File: src/rtl/fft_pkg.sv
`default_nettype none
// ============================================================================
// Module      : fft_pkg
// Description : Shared types for the FFT stage controller: complex sample
//               layout, controller state encoding and sign-magnitude halving.
// Revision    : 1.0 - initial release
// ============================================================================
package fft_pkg;

    localparam int DW = 16;

    typedef struct packed {
        logic [DW-1:0] re;
        logic [DW-1:0] im;
    } complex_t;

    typedef enum logic [1:0] {
        ST_IDLE = 2'd0,
        ST_RD   = 2'd1,
        ST_WR   = 2'd2,
        ST_DONE = 2'd3
    } ctrl_state_e;

    // Sign-magnitude: halve the magnitude, keep the sign bit as it was.
    function automatic complex_t sm_half(input complex_t c);
        complex_t r;
        r.re = {c.re[DW-1], 1'b0, c.re[DW-2:1]};
        r.im = {c.im[DW-1], 1'b0, c.im[DW-2:1]};
        return r;
    endfunction

endpackage
`default_nettype wire

File: src/rtl/fft_addr_gen.sv
`default_nettype none
// ============================================================================
// Module      : fft_addr_gen
// Description : Combinational radix-2 DIT operand/twiddle address generator,
//               (stage, k) -> (addr_a, addr_b, tw_addr).
// Revision    : 1.0 - initial release
// ============================================================================
module fft_addr_gen #(
    parameter int LOG2N = 5
) (
    input  logic [$clog2(LOG2N)-1:0] stage_i,
    input  logic [LOG2N-2:0]         k_i,
    output logic [LOG2N-1:0]         addr_a_o,
    output logic [LOG2N-1:0]         addr_b_o,
    output logic [LOG2N-2:0]         tw_addr_o
);

    localparam int SW = $clog2(LOG2N);
    localparam int KW = LOG2N - 1;

    logic [KW-1:0] w_j;
    logic [KW-1:0] w_g;
    logic [SW:0]   w_stage_p1;
    logic [SW:0]   w_tw_shift;

    // j = position inside a group, g = group number
    assign w_j        = k_i & ~({KW{1'b1}} << stage_i);
    assign w_g        = k_i >> stage_i;
    assign w_stage_p1 = {1'b0, stage_i} + (SW+1)'(1);
    assign w_tw_shift = (SW+1)'(KW) - {1'b0, stage_i};

    assign addr_a_o  = ({1'b0, w_g} << w_stage_p1) | {1'b0, w_j};
    assign addr_b_o  = addr_a_o | (LOG2N'(1) << stage_i);
    assign tw_addr_o = w_j << w_tw_shift;

endmodule
`default_nettype wire

File: src/rtl/fft_stage_controller.sv
`default_nettype none
// ============================================================================
// Module      : fft_stage_controller
// Description : Sequences an in-place radix-2 DIT FFT over a dual-port RAM,
//               two cycles per butterfly. Define FFT_SCALE_EN to halve every
//               written component (1/N overall scaling).
// Revision    : 1.0 - initial release
// ============================================================================
module fft_stage_controller
    import fft_pkg::*;
#(
    parameter int LOG2N = 5,
    parameter int DW    = 16
) (
    input  logic                     clk,
    input  logic                     rst,
    input  logic                     start,
    output logic                     busy,
    output logic                     done,
    output logic [LOG2N-1:0]         ram_addr_a,
    output logic [LOG2N-1:0]         ram_addr_b,
    output logic                     ram_we,
    input  logic [2*DW-1:0]          ram_rdata_a,
    input  logic [2*DW-1:0]          ram_rdata_b,
    output logic [2*DW-1:0]          ram_wdata_a,
    output logic [2*DW-1:0]          ram_wdata_b,
    output logic [LOG2N-2:0]         tw_addr,
    input  logic [2*DW-1:0]          tw_data,
    output logic [2*DW-1:0]          bf_in1,
    output logic [2*DW-1:0]          bf_in2,
    output logic [2*DW-1:0]          bf_tw,
    input  logic [2*DW-1:0]          bf_out1,
    input  logic [2*DW-1:0]          bf_out2,
    output logic [$clog2(LOG2N)-1:0] stage
);

    localparam int SW = $clog2(LOG2N);
    localparam int KW = LOG2N - 1;
    localparam logic [KW-1:0] c_k_last     = '1;
    localparam logic [SW-1:0] c_stage_last = SW'(LOG2N - 1);

    ctrl_state_e      state_q, state_d;
    logic [SW-1:0]    stage_q, stage_d;
    logic [KW-1:0]    k_q, k_d;
    logic [LOG2N-1:0] w_addr_a, w_addr_b;
    logic [KW-1:0]    w_tw_addr;

    always_ff @(posedge clk) begin
        if (rst) begin
            state_q <= ST_IDLE;
            stage_q <= '0;
            k_q     <= '0;
        end else begin
            state_q <= state_d;
            stage_q <= stage_d;
            k_q     <= k_d;
        end
    end

    always_comb begin
        state_d = state_q;
        stage_d = stage_q;
        k_d     = k_q;
        case (state_q)
            ST_IDLE: begin
                if (start) begin
                    state_d = ST_RD;
                    stage_d = '0;
                    k_d     = '0;
                end
            end
            ST_RD: state_d = ST_WR;
            ST_WR: begin
                if (k_q == c_k_last) begin
                    k_d = '0;
                    if (stage_q == c_stage_last) begin
                        stage_d = '0;
                        state_d = ST_DONE;
                    end else begin
                        stage_d = stage_q + SW'(1);
                        state_d = ST_RD;
                    end
                end else begin
                    k_d     = k_q + KW'(1);
                    state_d = ST_RD;
                end
            end
            ST_DONE: state_d = ST_IDLE;
            default: state_d = ST_IDLE;
        endcase
    end

    fft_addr_gen #(
        .LOG2N (LOG2N)
    ) u_addr_gen (
        .stage_i   (stage_q),
        .k_i       (k_q),
        .addr_a_o  (w_addr_a),
        .addr_b_o  (w_addr_b),
        .tw_addr_o (w_tw_addr)
    );

    assign busy   = (state_q == ST_RD) || (state_q == ST_WR);
    assign done   = (state_q == ST_DONE);
    assign ram_we = (state_q == ST_WR);
    assign stage  = stage_q;

    // Addresses idle at zero outside a run so the RAM sees a quiet bus.
    assign ram_addr_a = busy ? w_addr_a  : '0;
    assign ram_addr_b = busy ? w_addr_b  : '0;
    assign tw_addr    = busy ? w_tw_addr : '0;

    assign bf_in1 = ram_rdata_a;
    assign bf_in2 = ram_rdata_b;
    assign bf_tw  = tw_data;

`ifdef FFT_SCALE_EN
    // complex_t follows fft_pkg::DW; keep the DW parameter equal to it.
    assign ram_wdata_a = sm_half(complex_t'(bf_out1));
    assign ram_wdata_b = sm_half(complex_t'(bf_out2));
`else
    assign ram_wdata_a = bf_out1;
    assign ram_wdata_b = bf_out2;
`endif

endmodule
`default_nettype wire

File: config.mk
export PLATFORM = sky130hd
export DESIGN_NAME = fft_stage_controller
export DESIGN_NICKNAME = d
export VERILOG_FILES = /design/src/rtl/fft_pkg.sv /design/src/rtl/fft_addr_gen.sv /design/src/rtl/fft_stage_controller.sv
export SDC_FILE = /design/constraint.sdc
export NUM_CORES = 1
export LEC_CHECK = 0
export BUFFER_PORTS_ARGS = -buffer_cell sky130_fd_sc_hd__buf_2
export CORE_AREA = 2 2 132 134
export CTS_CLUSTER_SIZE = 8
export DETAILED_ROUTE_END_ITERATION = 8
export DIE_AREA = 0 0 134 136
export MAX_ROUTING_LAYER = met4
export RECOVER_POWER = 50
export REMOVE_ABC_BUFFERS = 1
export SKIP_LAST_GASP = 1
export SYNTH_ARGS = -nofsm -noshare
export SYNTH_HDL_FRONTEND = slang
export SYNTH_HIERARCHICAL = 1
export SYNTH_SLANG_ARGS = --single-unit
export TNS_END_PERCENT = 10
File: constraint.sdc
create_clock -name clk -period 3.15 [get_ports clk]
set_input_delay 0.315 -clock clk [delete_from_list [all_inputs] [get_ports clk]]
set_output_delay 0.315 -clock clk [all_outputs]
set_load 0.01 [all_outputs]
==> flow_metrics.py <==
metrics = {
    "detailed_routing": {
        "initialDrtViolationCount": 139,
        "drt_first_pass_iters": 4,
        "postRouteWirelength_um": 32360,
        "routed_via_density": 4.392,
        "drt_drc_violations_left": 0,
        "antenna_violating_nets_post_route": 0,
        "detail_route.wl_per_cell_um": 82.98,
        "via_count": 1713,
    },
    "final_layout": {
        "proportion_of_layout_cells_with_a_drive_suffix_above_1_pct": 26.06,
        "nFillCells": 1957,
        "final_nets": 343,
        "insertedDiodeCount": 0,
        "area_delta_synth_final_pct": -32.44,
    },
    "setup_path": {
        "timing.critical_path.to_type": "output port",
        "critPathLaunchType": "flip-flop",
        "timing.setup.critical_path_class": "flip-flop to output port",
        "crit-reg2reg-launch": "state_q[0]$_SDFFE_PP0P_",
        "worst-r2r-setup-slack_ps": 1260,
        "ff2ff_path_depth": 6,
        "critical_path.max_fanout": 19,
        "crit_required_ps": 2830,
        "cp_data_arrival_time_ps": 2330,
        "rr_endpoint": "stage[2]$_SDFFE_PP0P_",
    },
    "place": {
        "dp.final_hpwl_um": 31130,
        "global_placement_routability_congestion": 1.497,
        "detailedPlace.worstSlack_ps": 818.8,
        "placement.io_buffers": 22,
    },
    "grt": {
        "global_route.usage.total_pct": 35.43,
        "antenna_found_initial": 0,
        "number_of_global_route_vias_before_repair": 1433,
        "grt_overflow_total": 0,
        "grt_pass1_wl_um": 35540,
        "grt_max_degree": 20,
    },
    "clock_tree": {
        "clockBufferDepth": 2,
        "ctsResizeCount": 0,
        "clock_tree_from_tritoncts": "yes",
        "ctsHtreeMaxLevel": 1,
        "clk_latency_ps": 240,
        "cts_buffers": 3,
        "cts.sinks": 9,
        "worst_setup_hold_path_clk_slew_ps": 40,
        "cts-root-buf": "clkbuf_16",
        "cts_hold_buf": 0,
        "postCtsSetupBuffers": 0,
    },
    "logic_synthesis": {
        "synth.distinct_cells": 54,
        "syn_area_um2": 2384,
        "synth-seq-cells": 9,
        "synth-main-ff-cell": "dfxtp_1",
        "per_instance_average_area_after_synthesis_um2": 7.841,
        "async_reset_ff_share_pct": 0,
        "synth_enable_flop_cells": 0,
        "seq_area_frac_synth_pct": 7.559,
        "warnings_synthesis": 6,
        "synthesis.instances": 304,
    },
    "timing": {
        "finalSetupViolCount": 0,
        "timing_worst_slew_pin_value_ps": 486.5,
        "fin_crit_sh_pct": 84.01,
        "timing.final.max_slew_violations": 0,
        "final.setup_skew_ps": 3.455,
        "min_period_ps": 2646,
        "clock.fmax_mhz": 377.9,
        "final_worst_setup_slack_ps": 503.6,
        "totalNegativeSetupSlack_ps": 0,
        "timing.final.hold_violations": 0,
        "max_slew_margin_pct": 66.64,
        "grt_setup_unrepaired": "false",
    },
    "die": {
        "start_util_pct": 14.12,
        "fp.dieH_um": 136,
        "row_count": 48,
        "die_width_um": 134,
        "ios": 343,
        "coreArea_um2": 16880,
        "fp.dieArea_um2": 18220,
    },
    "worst_hold_path": {
        "hold_path.class": "primary input to flip-flop",
        "hold-path-cell-count": 2,
        "worst_hold_path.endpoint": "k_q[1]$_SDFFE_PP0P_",
        "worstHoldStart": "rst",
    },
    "power": {
        "power.density_cell_area_nw_per_um2": 319.5,
        "ir_drop_mv": 0.1573,
        "static-leakage-power_uw": 0.0006094,
    },
    "run_status": {
        "run_status": "finished, final reports clean",
    },
    "run": {
        "max_cap_viol_count": 0,
    },
}
-- placed cells by master (no fill, tap or decap), types with 3 or more instances in the layout --
master | Yosys | final
nand2_1 | 8 | 8
clkbuf_16 | 0 | 3
nor2_1 | 9 | 9
a311oi_1 | 3 | 3
buf_4 | 160 | 3
and2_1 | 14 | 14
or3_1 | 3 | 3
nand3_1 | 5 | 5
dfxtp_1 | 9 | 9
inv_1 | 14 | 14
nand2b_1 | 3 | 3
ha_1 | 14 | 14
buf_2 | 2 | 22
a21oi_1 | 6 | 6
-- power breakdown --
group          total, uW  internal, uW  switching (uW)
clock network        227           169            57.5
registers            136           123            12.8
logic                152          52.1            99.7
-- flip-flops by register name, summed over array words and instances, names as in the netlist --
name,cells
k_q,4
stage,3
state_q,2
-- how the worst max path moves through the flow --
stage | cells after the start | from | to | slack, ps
after floorplan | 6 | stage[0]$_SDFFE_PP0P_ | ram_addr_b[2] | 730
after global placement | 9 | stage[0]$_SDFFE_PP0P_ | ram_addr_b[4] | 860
after detailed placement | 9 | stage[0]$_SDFFE_PP0P_ | ram_addr_b[4] | 820
after CTS | 9 | stage[0]$_SDFFE_PP0P_ | ram_addr_b[4] | 560
after global routing | 9 | stage[0]$_SDFFE_PP0P_ | ram_addr_b[4] | 420
final | 9 | stage[0]$_SDFFE_PP0P_ | ram_addr_b[4] | 500
-- routing by layer --
layer | vias up | share of wire (%) | wire length, um | track usage, %
li1 | 564 | - | - | -
met1 | 672 | 13 | 4251 | 11.78
met2 | 395 | 49 | 15850 | 60.71
met3 | 82 | 28 | 9220 | 48.55
met4 | 0 | 9.4 | 3036 | 24.70
met5 | - | 0 | 0 | -
-- cells by family after synthesis --
kind of cell	share of synthesized area, %
AOI/OAI and AO/OA	11.29
xor gates and xnor gates	0.7350
adders and majority gates	7.349
buffers and inverters	55.33
DFF	7.559
muxes	1.050
and+or+nand+nor	16.69
-- worst max-delay path, stage by stage, from the launching register on --
cell      delay [ps]
dfxtp_1          320
buf_4            240
ha_1             220
inv_1             50
ha_1             370
and4bb_2         260
a32oi_1          220
nand4b_1         130
and2_1           160
buf_2            130
-- synthesized netlist by cell type, types with 2 or more instances --
master	n	area [um^2]
or3_1	3	18.77
a311oi_1	3	26.28
and2_1	14	87.58
nand2b_1	3	18.77
nor2b_1	2	12.51
inv_1	14	52.55
and4bb_1	2	25.02
ha_1	14	175.2
o31ai_1	2	15.01
nand2_1	8	30.03
o211ai_1	2	15.01
a21oi_1	6	30.03
dfxtp_1	9	180.2
o21ai_1	2	10.01
buf_4	160	1201
a32oi_1	2	17.52
and4bb_2	2	25.02
buf_6	3	33.78
nor2_1	9	33.78
nand3_1	5	25.02
nand4b_1	2	17.52
a31oi_1	2	12.51
and3_1	2	12.51
buf_2	2	10.01
a211oi_2	2	25.02
-- area by class of cell --
type | count | area [um^2] | area share, %
clock buffer | 4 | 78.83 | 4.895
timing repair buffer | 25 | 132.6 | 8.236
tap | 225 | 281.5 | 17.48
inverter | 14 | 52.55 | 3.263
sequential | 9 | 180.2 | 11.19
multi-input combinational | 113 | 884.6 | 54.93
-- stage by stage --
stage	utilization, %	hold WS, ps	instances	area, um^2	total power [uW]
after global placement	9.075	521.2	386	1531	285.2
final	9.542	389.5	390	1610	514.5
after CTS	9.542	386.6	390	1610	516.7
after global routing	9.542	421.2	390	1610	539.4
after detailed placement	9.075	539.3	386	1531	287.8
after floorplan	-	384.1	136	1117	232.2
Power figures use the tool's default switching activity.
